[config.mk]
export PLATFORM = sky130hd
export DESIGN_NAME = dice_roller
export DESIGN_NICKNAME = d
export VERILOG_FILES = /design/src/rtl/dice_pkg.sv /design/src/rtl/dice_channel.sv /design/src/rtl/dice_roller.sv
export SDC_FILE = /design/constraint.sdc
export NUM_CORES = 1
export LEC_CHECK = 0
export ABC_AREA = 1
export BUFFER_PORTS_ARGS = -buffer_cell sky130_fd_sc_hd__buf_2
export CAP_MARGIN = 0
export CORE_MARGIN = 2
export CORE_UTILIZATION = 30
export CTS_CLUSTER_SIZE = 12
export DETAILED_ROUTE_END_ITERATION = 8
export SYNTH_ARGS = -nofsm -noshare
export SYNTH_HDL_FRONTEND = slang
export SYNTH_SLANG_ARGS = --single-unit
[constraint.sdc]
create_clock -name clk -period 1.1 [get_ports clk]
set_input_delay 0.055 -clock clk [delete_from_list [all_inputs] [get_ports clk]]
set_output_delay 0.055 -clock clk [all_outputs]
set_load 0.005 [all_outputs]
[src/rtl/dice_pkg.sv]
// Shared types and constants for the dice roller and the display_logic stage
// that consumes die values.
package dice_pkg;

  localparam logic [2:0] DIE_MIN = 3'd1;
  localparam logic [2:0] DIE_MAX = 3'd6;

  typedef logic [2:0] die_t;

  typedef enum logic {
    IDLE    = 1'b0,
    ROLLING = 1'b1
  } roll_state_t;

  // Next face of a spinning die: 1 -> 2 -> ... -> 6 -> 1.
  function automatic die_t next_face(input die_t face);
    return (face >= DIE_MAX) ? DIE_MIN : die_t'(face + 3'd1);
  endfunction

endpackage

[src/rtl/dice_channel.sv]
// One player channel: button synchroniser, debouncer, roll FSM and the mod-6
// spin counter whose value is captured onto the die when the button is released.
module dice_channel
  import dice_pkg::*;
#(
  parameter int DEBOUNCE_CYCLES = 16,
  parameter int DB_W            = 8
) (
  input  logic clk,
  input  logic rst_n,
  input  logic btn,
  output die_t dice,
  output logic rolled,
  output logic rolling
);

  // The level flips on the sample that completes the run, so compare
  // against the count of samples already seen before it.
  localparam logic [DB_W-1:0] DB_LAST = DB_W'(DEBOUNCE_CYCLES - 1);

  logic        sync1_q, sync1_d;
  logic        sync2_q, sync2_d;
  logic        db_level_q, db_level_d;
  logic [DB_W-1:0] db_cnt_q, db_cnt_d;
  logic        db_rise, db_fall;
  roll_state_t state_q, state_d;
  die_t        spin_q, spin_d;
  die_t        dice_q, dice_d;
  logic        rolled_q, rolled_d;

  // Two-stage synchroniser feeding the raw button into the clock domain.
  always_comb begin
    sync1_d = btn;
    sync2_d = sync1_q;
  end

  // Debouncer: a level change is accepted only after an unbroken run of
  // differing samples; any agreeing sample restarts the run.
  always_comb begin
    db_level_d = db_level_q;
    db_cnt_d   = '0;
    db_rise    = 1'b0;
    db_fall    = 1'b0;
    if (sync2_q != db_level_q) begin
      if (db_cnt_q == DB_LAST) begin
        db_level_d = ~db_level_q;
        db_rise    = sync2_q;
        db_fall    = ~sync2_q;
      end else begin
        db_cnt_d = db_cnt_q + 1'b1;
      end
    end
  end

  // Roll FSM: spin while held, capture the current spin value on release.
  always_comb begin
    state_d  = state_q;
    spin_d   = spin_q;
    dice_d   = dice_q;
    rolled_d = 1'b0;
    case (state_q)
      IDLE: begin
        if (db_rise) begin
          state_d = ROLLING;
        end
      end
      ROLLING: begin
        if (db_fall) begin
          state_d  = IDLE;
          dice_d   = spin_q;
          rolled_d = 1'b1;
        end else begin
          spin_d = next_face(spin_q);
        end
      end
      default: begin
        state_d = IDLE;
      end
    endcase
  end

  // State and datapath registers, cleared asynchronously.
  always_ff @(posedge clk or negedge rst_n) begin
    if (!rst_n) begin
      sync1_q    <= 1'b0;
      sync2_q    <= 1'b0;
      db_level_q <= 1'b0;
      db_cnt_q   <= '0;
      state_q    <= IDLE;
      spin_q     <= DIE_MIN;
      dice_q     <= DIE_MIN;
      rolled_q   <= 1'b0;
    end else begin
      sync1_q    <= sync1_d;
      sync2_q    <= sync2_d;
      db_level_q <= db_level_d;
      db_cnt_q   <= db_cnt_d;
      state_q    <= state_d;
      spin_q     <= spin_d;
      dice_q     <= dice_d;
      rolled_q   <= rolled_d;
    end
  end

  assign dice    = dice_q;
  assign rolled  = rolled_q;
  assign rolling = (state_q == ROLLING);

endmodule

[src/rtl/dice_roller.sv]
// Two independent player dice channels feeding display_logic.
module dice_roller
  import dice_pkg::*;
#(
  parameter int DEBOUNCE_CYCLES = 16,
  parameter int DB_W            = 8
) (
  input  logic clk,
  input  logic rst_n,
  input  logic btn1,
  input  logic btn2,
  output die_t dice1,
  output die_t dice2,
  output logic rolled1,
  output logic rolled2,
  output logic rolling1,
  output logic rolling2
);

  dice_channel #(
    .DEBOUNCE_CYCLES(DEBOUNCE_CYCLES),
    .DB_W           (DB_W)
  ) u_ch1 (
    .clk    (clk),
    .rst_n  (rst_n),
    .btn    (btn1),
    .dice   (dice1),
    .rolled (rolled1),
    .rolling(rolling1)
  );

  dice_channel #(
    .DEBOUNCE_CYCLES(DEBOUNCE_CYCLES),
    .DB_W           (DB_W)
  ) u_ch2 (
    .clk    (clk),
    .rst_n  (rst_n),
    .btn    (btn2),
    .dice   (dice2),
    .rolled (rolled2),
    .rolling(rolling2)
  );

endmodule

**Yosys cells after proc, flatten, opt, wreduce, memory -nomap -nowiden**

Cells that the tools add are included.

- Add/sub/neg operators: 4
- $lt $le $gt $ge: 2
- Eq/ne operators: 4
- Mux-type cells: 24
- Bitwise gates (word level): 8
- Reduce and logical (&&, ||, !) cells: 6

Operators by type and width:

| cell | count |
|---|---|
| $mux 8 | 4 |
| $add 8x1->8 const B | 2 |
| $eq 8x4->1 const B | 2 |
| $mux 1 | 16 |
| $reduce_and 2->1 | 6 |
| $not 1->1 | 8 |
| $add 3x1->3 const B | 2 |
| $ge 3x3->1 const B | 2 |
| $mux 3 | 2 |
| $pmux 1 s2 | 2 |
| $ne 1x1->1 | 2 |

- Flip-flop bits (word level): 38
- Output and inout port bits: 10
- Logic and storage cells: 64

**Longest topological paths before layout**

Gate-level depths: netlist of the first run.

- Word-level depth: 5
- Mapped depth: 7
- Mapped depth without buffers: 7

**By module**

From an unflattened synthesis of the first run, not the netlist that was laid out.

- Cell total of the unflattened synthesis: 204
- Area, all modules: 1799.2 um^2

Modules (own cells, without submodules):

| module | times used | cells an instance | area each (um^2) | seq. area each (um^2) |
|---|---|---|---|---|
| dice_channel | 2 | 102 | 899.6 | 478.0 |

**Worst setup path after synthesis of the first run**

OpenSTA, ideal clock, no wires.

- Kind: register -> register
- Start point: reg u_ch1.db_cnt_q[0]
- End point: reg u_ch1.dice_q[1] (netlist: u_ch1.dice[1])
- Arrival: 1.071 ns
- Data required time: 0.983 ns
- Path slack: -0.088 ns
- Stages on the path, launching flop included: 7
- Path buffers: 0
- Clock period less this slack: 1.188 ns
- Cell sequence: dfrtp_1 -> ha_1 -> nand3_4 -> nor2_8 -> nand3_4 -> nand2_1 -> nand2_1

- Longest elaborated chain between the ends: 4

Ends and longest elaborated chain:

| element | line | RTL |
|---|---|---|
| from (decl) | dice_channel.sv:24 | `logic [DB_W-1:0] db_cnt_q, db_cnt_d;` |
| from (signal assigned) | dice_channel.sv:97 | `db_cnt_q <= db_cnt_d;` |
| $eq 8x4->1 | dice_channel.sv:45 | `if (db_cnt_q == DB_LAST) begin` |
| $mux 1 | dice_channel.sv:45 |  |
| $mux 1 | dice_channel.sv:44 | `if (sync2_q != db_level_q) begin` |
| $reduce_and 2->1 (no line) | - |  |
| to (signal assigned) | dice_channel.sv:100 | `dice_q <= dice_d;` |
| to (decl) | dice_channel.sv:28 | `die_t dice_q, dice_d;` |

No other way between the ends.
A chain may end at the register's enable or synchronous reset.

**Final worst setup path of the first run**

- Start point: reg u_ch2.db_cnt_q[1]
- End point: reg u_ch2.dice_q[1] (netlist: u_ch2.dice[1])

- Longest elaborated chain between the ends: 4

Ends and longest elaborated chain:

| element | line |
|---|---|
| from (decl) | dice_channel.sv:24 |
| from (signal assigned) | dice_channel.sv:97 |
| $eq 8x4->1 | dice_channel.sv:45 |
| $mux 1 | dice_channel.sv:45 |
| $mux 1 | dice_channel.sv:44 |
| $reduce_and 2->1 (no line) | - |
| to (signal assigned) | dice_channel.sv:100 |
| to (decl) | dice_channel.sv:28 |

No other way between the ends.

==> impl_metrics.env, run 1 <==
export IMPL_htreeDepth=2
export IMPL_arrival_ns=1.37
export IMPL_routabilityCongestion=0.789
export IMPL_whs_ns=0.246
export IMPL_synth_fp_nets=208
export IMPL_yosys_warnings=0
export IMPL_placed_cells=311
export IMPL_wirelength_um=3720
export IMPL_syn2layout_area_growth_pct=38.8
export IMPL_design_core_area_sq_mm=0.00596
export IMPL_numCtsBuffers=5
export IMPL_path_delay_family="simple AND/OR/NAND/NOR gates"
export IMPL_worstPathRequired_ns=1.29
export IMPL_max_freq_ghz=0.845
export IMPL_ir_drop_v=0.000638
export IMPL_endpoint_kind="register"
export IMPL_insertedDiodeCount=0
export IMPL_fin_worst_skew_ns=0.00422
export IMPL_fin_ws_ns=-0.0837
export IMPL_io_buffers=13
export IMPL_drive_gt1_frac=0.446
export IMPL_hold_path_class="in -> async"
export IMPL_tightest_slew_ns=0.234
export IMPL_drc=0
export IMPL_status="complete, but fails checks"
export IMPL_die_area_sq_mm=0.00681
export IMPL_worstSkewPairLatency_ns=0.29
export IMPL_grt_first_pass_wirelength_um=6160
export IMPL_die_w_um=82.5
export IMPL_synth_area_sq_mm=0.00185
export IMPL_via_per_inst=4.48
export IMPL_worst_path_buf_inv=0
export IMPL_synth_seq_cells=38
export IMPL_io_pins=14
export IMPL_cts_tree="yes"
export IMPL_period_needed_ns=1.18
export IMPL_setup_viol=27
export IMPL_wl_per_cell_um=11.4
export IMPL_die_h_um=82.5
export IMPL_critPathKind="reg -> reg"
export IMPL_nets=258
export IMPL_vias=1461
export IMPL_grt_pass1_vias=1430
export IMPL_final_antenna_net_count=0
export IMPL_period_share=1.08
export IMPL_slowest_delay_ns=0.40
export IMPL_worst_setup_path_start_kind="register"
export IMPL_synth_distinct_cells=24
export IMPL_cts_clk_slew_worst_paths_ns=0.08
export IMPL_cts_root_buffer="clkbuf_8"
export IMPL_crit_chain="ha_4, nand3_4, nor2_8, nand3_4, nand2_1, nand2_1"
export IMPL_clock_sinks=38
export IMPL_grt_max_degree=39
export IMPL_place_ws_ns=-0.118
export IMPL_grt_setup_unrepaired="true"
export IMPL_setup_tns_final_ns=-1.30
export IMPL_slowest_stage="dfrtp_1"
export IMPL_finalNonFillerCells=326
export IMPL_rows=28
export IMPL_drtPass1Iterations=4
export IMPL_cts_buffer_depth=2
export IMPL_grt_ovfl_total=0
export IMPL_start_util=0.311
export IMPL_avgSynthCellArea_sq_um=9.25
export IMPL_drv_cap=0
export IMPL_p_total_mw=2.80
export IMPL_antenna_found_initial=0
export IMPL_ys_seq_area_frac=0.517
export IMPL_final_max_slew_viol_count=0
export IMPL_leakage_nw=1.25
export IMPL_critPathMaxFanout=7
export IMPL_place_hpwl_um=2510
export IMPL_grt_usage=0.120
export IMPL_final_hold_viol_count=0
export IMPL_first_iter_violations=58
export IMPL_netlist_instances=200
export IMPL_failed_checks="negative setup slack"
export IMPL_p_per_area_mw_per_mm2=1090
export IMPL_relSlewSlack=0.844
[layout by cell type (no fill, tap or decap), types with 4 or more instances in the layout]
cell type and count:
a21oi_1 4, buf_2 13, buf_4 24, clkbuf_8 5
dfrtp_1 31, dfstp_2 4, inv_1 15, inv_2 6
nand2_1 39, nand2_2 11, nand2_4 4, nand3_1 9
nand3_4 4, nand4_1 7, nor2_1 19, nor2_2 9
nor2_4 10
[through the flow]
| step | instance area, sq um | utilization |
|---|---|---|
| 2_1_floorplan | 1870 | - |
| 3_3_place_gp | 2230 | 0.374 |
| 3_5_place_dp | 2230 | 0.374 |
| 4_1_cts | 2460 | 0.413 |
| 5_1_grt | 2570 | 0.431 |
| 6_report | 2570 | 0.431 |
[per-layer routing]
metal | part of all wire | up-vias | global-route usage | wire length, um
li1 | - | 739 | - | -
met1 | 0.43 | 695 | 0.139 | 1610
met2 | 0.52 | 17 | 0.202 | 1940
met3 | 0.029 | 10 | 0.0359 | 108
met4 | 0.017 | 0 | 0.0557 | 65
met5 | 0 | - | 0 | 0
[what timing repair did]
action | CTS | global route
pin swaps | 8 | 17
setup buffers | 3 | 1
hold buffers | 3 | 0
endpoints found under the hold margin | 40 | 0
resized for setup | 15 | 30
endpoints found under the setup margin | 29 | 31
[synth_stat cells, drive strengths merged]
cell type  instances  area (sq um)
nor2              40           230
nand3b             1          7.51
xnor2              2          17.5
nand4              9          68.8
o21ai              3          18.8
nor3b              2          15.0
nand3             15           125
a31oi              1          6.26
dfrtp             34           851
dfstp              4           105
inv               21          78.8
a21oi              5          25.0
nand2             54           215
buf                2          10.0
xor2               3          26.3
ha                 4          50.1
[registers in the layout (all words and copies together), names as in the netlist, 3 cells and up]
signal and count:
u_ch1.spin_q 3, u_ch1.db_cnt_q 8, u_ch2.dice 3, u_ch1.dice 3, u_ch2.spin_q 3, u_ch2.db_cnt_q 8
[layout make-up]
type                            instances  area (sq um)
Fill cell                             577          3390
Tap cell                               75          93.8
Timing Repair Buffer                   45           358
Inverter                               21          78.8
Clock buffer                            5          68.8
Multi-Input combinational cell        139           970
Clock inverter                          3          40.0
Sequential cell                        38           960
[cell families (layout without fill, tap and decap cells)]
logic type      Yosys count  count (layout)  share of synthesized area
simple gates            121             121                      0.358
buf+inv                  23              74                     0.0480
fa+ha+maj                 4               4                     0.0270
compound gates            9               9                     0.0270
xor+xnor                  5               5                     0.0237
flops                    38              38                      0.517
[where the power goes]
group | internal [mW] | total [mW] | switching [mW]
Sequential | 1.43 | 1.46 | 0.0310
Combinational | 0.0700 | 0.155 | 0.0851
Clock | 0.668 | 1.19 | 0.519
Total | 2.16 | 2.80 | 0.635
[path summary, 6_finish.rpt]
| path | from | to | slack [ns] | cells after the start |
|---|---|---|---|---|
| max | u_ch2.db_cnt_q[1] | u_ch2.dice[1] | -0.08 | 6 |
| max in group asynchronous | rst_n | u_ch2.spin_q[0] | 0.59 | 3 |
| min | rst_n | u_ch1.dice[1] | 0.25 | 3 |
| max reg2reg | u_ch2.db_cnt_q[1] | u_ch2.dice[1] | -0.08 | 6 |
| min reg2reg | u_ch2.sync1_q | u_ch2.sync2_q | 0.35 | 0 |
| min in group clk | u_ch2.sync1_q | u_ch2.sync2_q | 0.35 | 0 |
[worst register-to-register path, delay by kind of cell, from the launching register on]
| kind | cells | cell delay [ns] |
|---|---|---|
| and+or+nand+nor | 5 | 0.49 |
| DFF | 1 | 0.40 |
| adders and majority gates | 1 | 0.19 |
No activity file was read; power rests on OpenSTA's default activity.
==> inputs of run 2 (changes only) <==
--- a/config.mk
+++ b/config.mk
@@ -12,6 +12,7 @@
 export CORE_UTILIZATION = 30
 export CTS_CLUSTER_SIZE = 12
 export DETAILED_ROUTE_END_ITERATION = 8
+export SKIP_LAST_GASP = 1
 export SYNTH_ARGS = -nofsm -noshare
 export SYNTH_HDL_FRONTEND = slang
 export SYNTH_SLANG_ARGS = --single-unit
==> run 2 against run 1 <==
Net effect:
- clock power about the same
- maximum frequency about the same
- setup slack about the same
- count of clock-buffer cells in the layout unchanged
- design area about the same
- largest power group unchanged
- non-clock buffer count unchanged
- utilization about the same
- global-route usage unchanged
- wire length about the same
- register-to-register slack about the same
- the run still ends with negative setup slack left
- die area unchanged
==> impl_metrics.env, run 2 (synthesized netlist as in run 1, its figures left out) <==
export IMPL_wirelength_um=3720
export IMPL_drt_met1_wl_um=1600
export IMPL_finalNonFillerCells=326
export IMPL_numCtsBuffers=5
export IMPL_nFillCells=576
export IMPL_fin_util=0.431
export IMPL_setup_viol=27
export IMPL_slowest_stage="dfrtp_1"
export IMPL_drc=0
export IMPL_cts_tree="yes"
export IMPL_final_cell_mix="nand2_1, dfrtp_1, buf_4"
export IMPL_final_max_slew_viol_count=0
export IMPL_reg_top3="u_ch1.db_cnt_q x8, u_ch2.db_cnt_q x8"
export IMPL_grt_ovfl_total=0
export IMPL_worstPathRequired_ns=1.29
export IMPL_endpoint_kind="register"
export IMPL_insertedDiodeCount=0
export IMPL_r2r_end="u_ch2.dice[1]"
export IMPL_leakage_nw=1.25
export IMPL_critPathKind="reg -> reg"
export IMPL_worst_setup_path_start_kind="register"
export IMPL_die_w_um=82.5
export IMPL_grt_pass1_vias=1430
export IMPL_grt_max_degree=39
export IMPL_start_util=0.311
export IMPL_grt_setup_unrepaired="true"
export IMPL_first_iter_violations=58
export IMPL_max_freq_ghz=0.845
export IMPL_fin_ws_ns=-0.0833
export IMPL_seqCellArea_sq_um=960
export IMPL_tightest_slew_ns=0.234
export IMPL_final_antenna_net_count=0
export IMPL_relSlewSlack=0.844
export IMPL_p_total_mw=2.80
export IMPL_wl_met2_um=1930
export IMPL_final_hold_viol_count=0
export IMPL_clock_sinks=38
export IMPL_vias=1469
export IMPL_ir_drop_v=0.000634
export IMPL_dr_wl_met3_um=111
export IMPL_stdcell_area_sq_mm=0.00257
export IMPL_drive_gt1_frac=0.438
export IMPL_startpoint="u_ch2.db_cnt_q[1]"
export IMPL_hold_path_class="in -> async"
export IMPL_via_per_inst=4.51
export IMPL_htreeDepth=2
export IMPL_arrival_ns=1.37
export IMPL_worstSkewPairLatency_ns=0.29
export IMPL_r2r_slack_ns=-0.08
export IMPL_rows=28
export IMPL_placed_cells=311
export IMPL_io_buffers=13
export IMPL_r2r_worst_path_cells=6
export IMPL_path_delay_family="simple AND/OR/NAND/NOR gates"
export IMPL_io_pins=14
export IMPL_drtPass1Iterations=4
export IMPL_status="complete, but fails checks"
export IMPL_p_per_area_mw_per_mm2=1090
export IMPL_cts_buffer_depth=2
export IMPL_design_core_area_sq_mm=0.00596
export IMPL_syn2layout_area_growth_pct=38.7
export IMPL_slowest_delay_ns=0.40
export IMPL_wl_per_cell_um=11.4
export IMPL_crit_chain="ha_4, nand3_4, nor2_8, nand3_4, nand2_1, nand2_1"
export IMPL_failed_checks="negative setup slack"
export IMPL_die_area_sq_mm=0.00681
export IMPL_maxUsedRoutingLayer="met4"
export IMPL_mostFrequentLayoutCell="nand2_1"
export IMPL_setup_tns_final_ns=-1.33
export IMPL_fin_worst_skew_ns=0.00416
export IMPL_worst_path_buf_inv=0
export IMPL_critPathMaxFanout=7
export IMPL_cts_clk_slew_worst_paths_ns=0.08
export IMPL_grt_first_pass_wirelength_um=6160
export IMPL_placement_cell_area_sq_mm=0.00223
export IMPL_routabilityCongestion=0.789
export IMPL_r2r_start="u_ch2.db_cnt_q[1]"
export IMPL_grt_usage=0.120
export IMPL_die_h_um=82.5
export IMPL_period_share=1.08
export IMPL_cts_root_buffer="clkbuf_8"
export IMPL_period_needed_ns=1.18
export IMPL_nets=258
export IMPL_multi_input_area_sq_um=967
export IMPL_drv_cap=0
export IMPL_antenna_found_initial=0
export IMPL_place_ws_ns=-0.118
export IMPL_place_hpwl_um=2510
export IMPL_whs_ns=0.247
==> run 2: how the worst max path moves through the flow <==
stage               slack [ns]  depth (start not counted)               to
floorplan                -0.03                          6    u_ch2.dice[2]
global placement         -0.07                          6    u_ch1.dice[1]
detailed placement       -0.12                          6    u_ch1.dice[2]
CTS                      -0.12                          6    u_ch1.dice[2]
global route             -0.17                          7  u_ch1.spin_q[1]
finish                   -0.08                          6    u_ch2.dice[1]
==> run 2: cell type report <==
type                       instances  share of cell area
timing repair buffer              45               0.139
tap                               75              0.0366
multi-input combinational        139               0.377
clock buffer                       5              0.0268
sequential                        38               0.374
clock inverter                     3              0.0156
inverter                          21              0.0307
==> run 2: what timing repair did <==
item                                   CTS  global route
setup endpoints to repair               29            31
pin swaps                                8            17
hold buffers                             3             0
endpoints found under the hold margin   40             0
gates resized for setup                 15            28
buffers inserted                         3             1
==> run 2: where the power goes <==
| group | internal (mW) | switching [mW] |
|---|---|---|
| Combinational | 0.0698 | 0.0848 |
| Sequential | 1.43 | 0.0309 |
| Clock | 0.668 | 0.518 |
==> run 2: layer usage <==
metal  vias to the layer above  GRT usage
met5                         -          0
met4                         0     0.0557
met3                        12     0.0359
met2                        19      0.202
met1                       699      0.139
li1                        739          -
==> run 2: tightest hold or removal path, stage by stage <==
cell,delay [ns]
dlygate4sd3_1,0.52
buf_2,0.12
buf_12,0.22
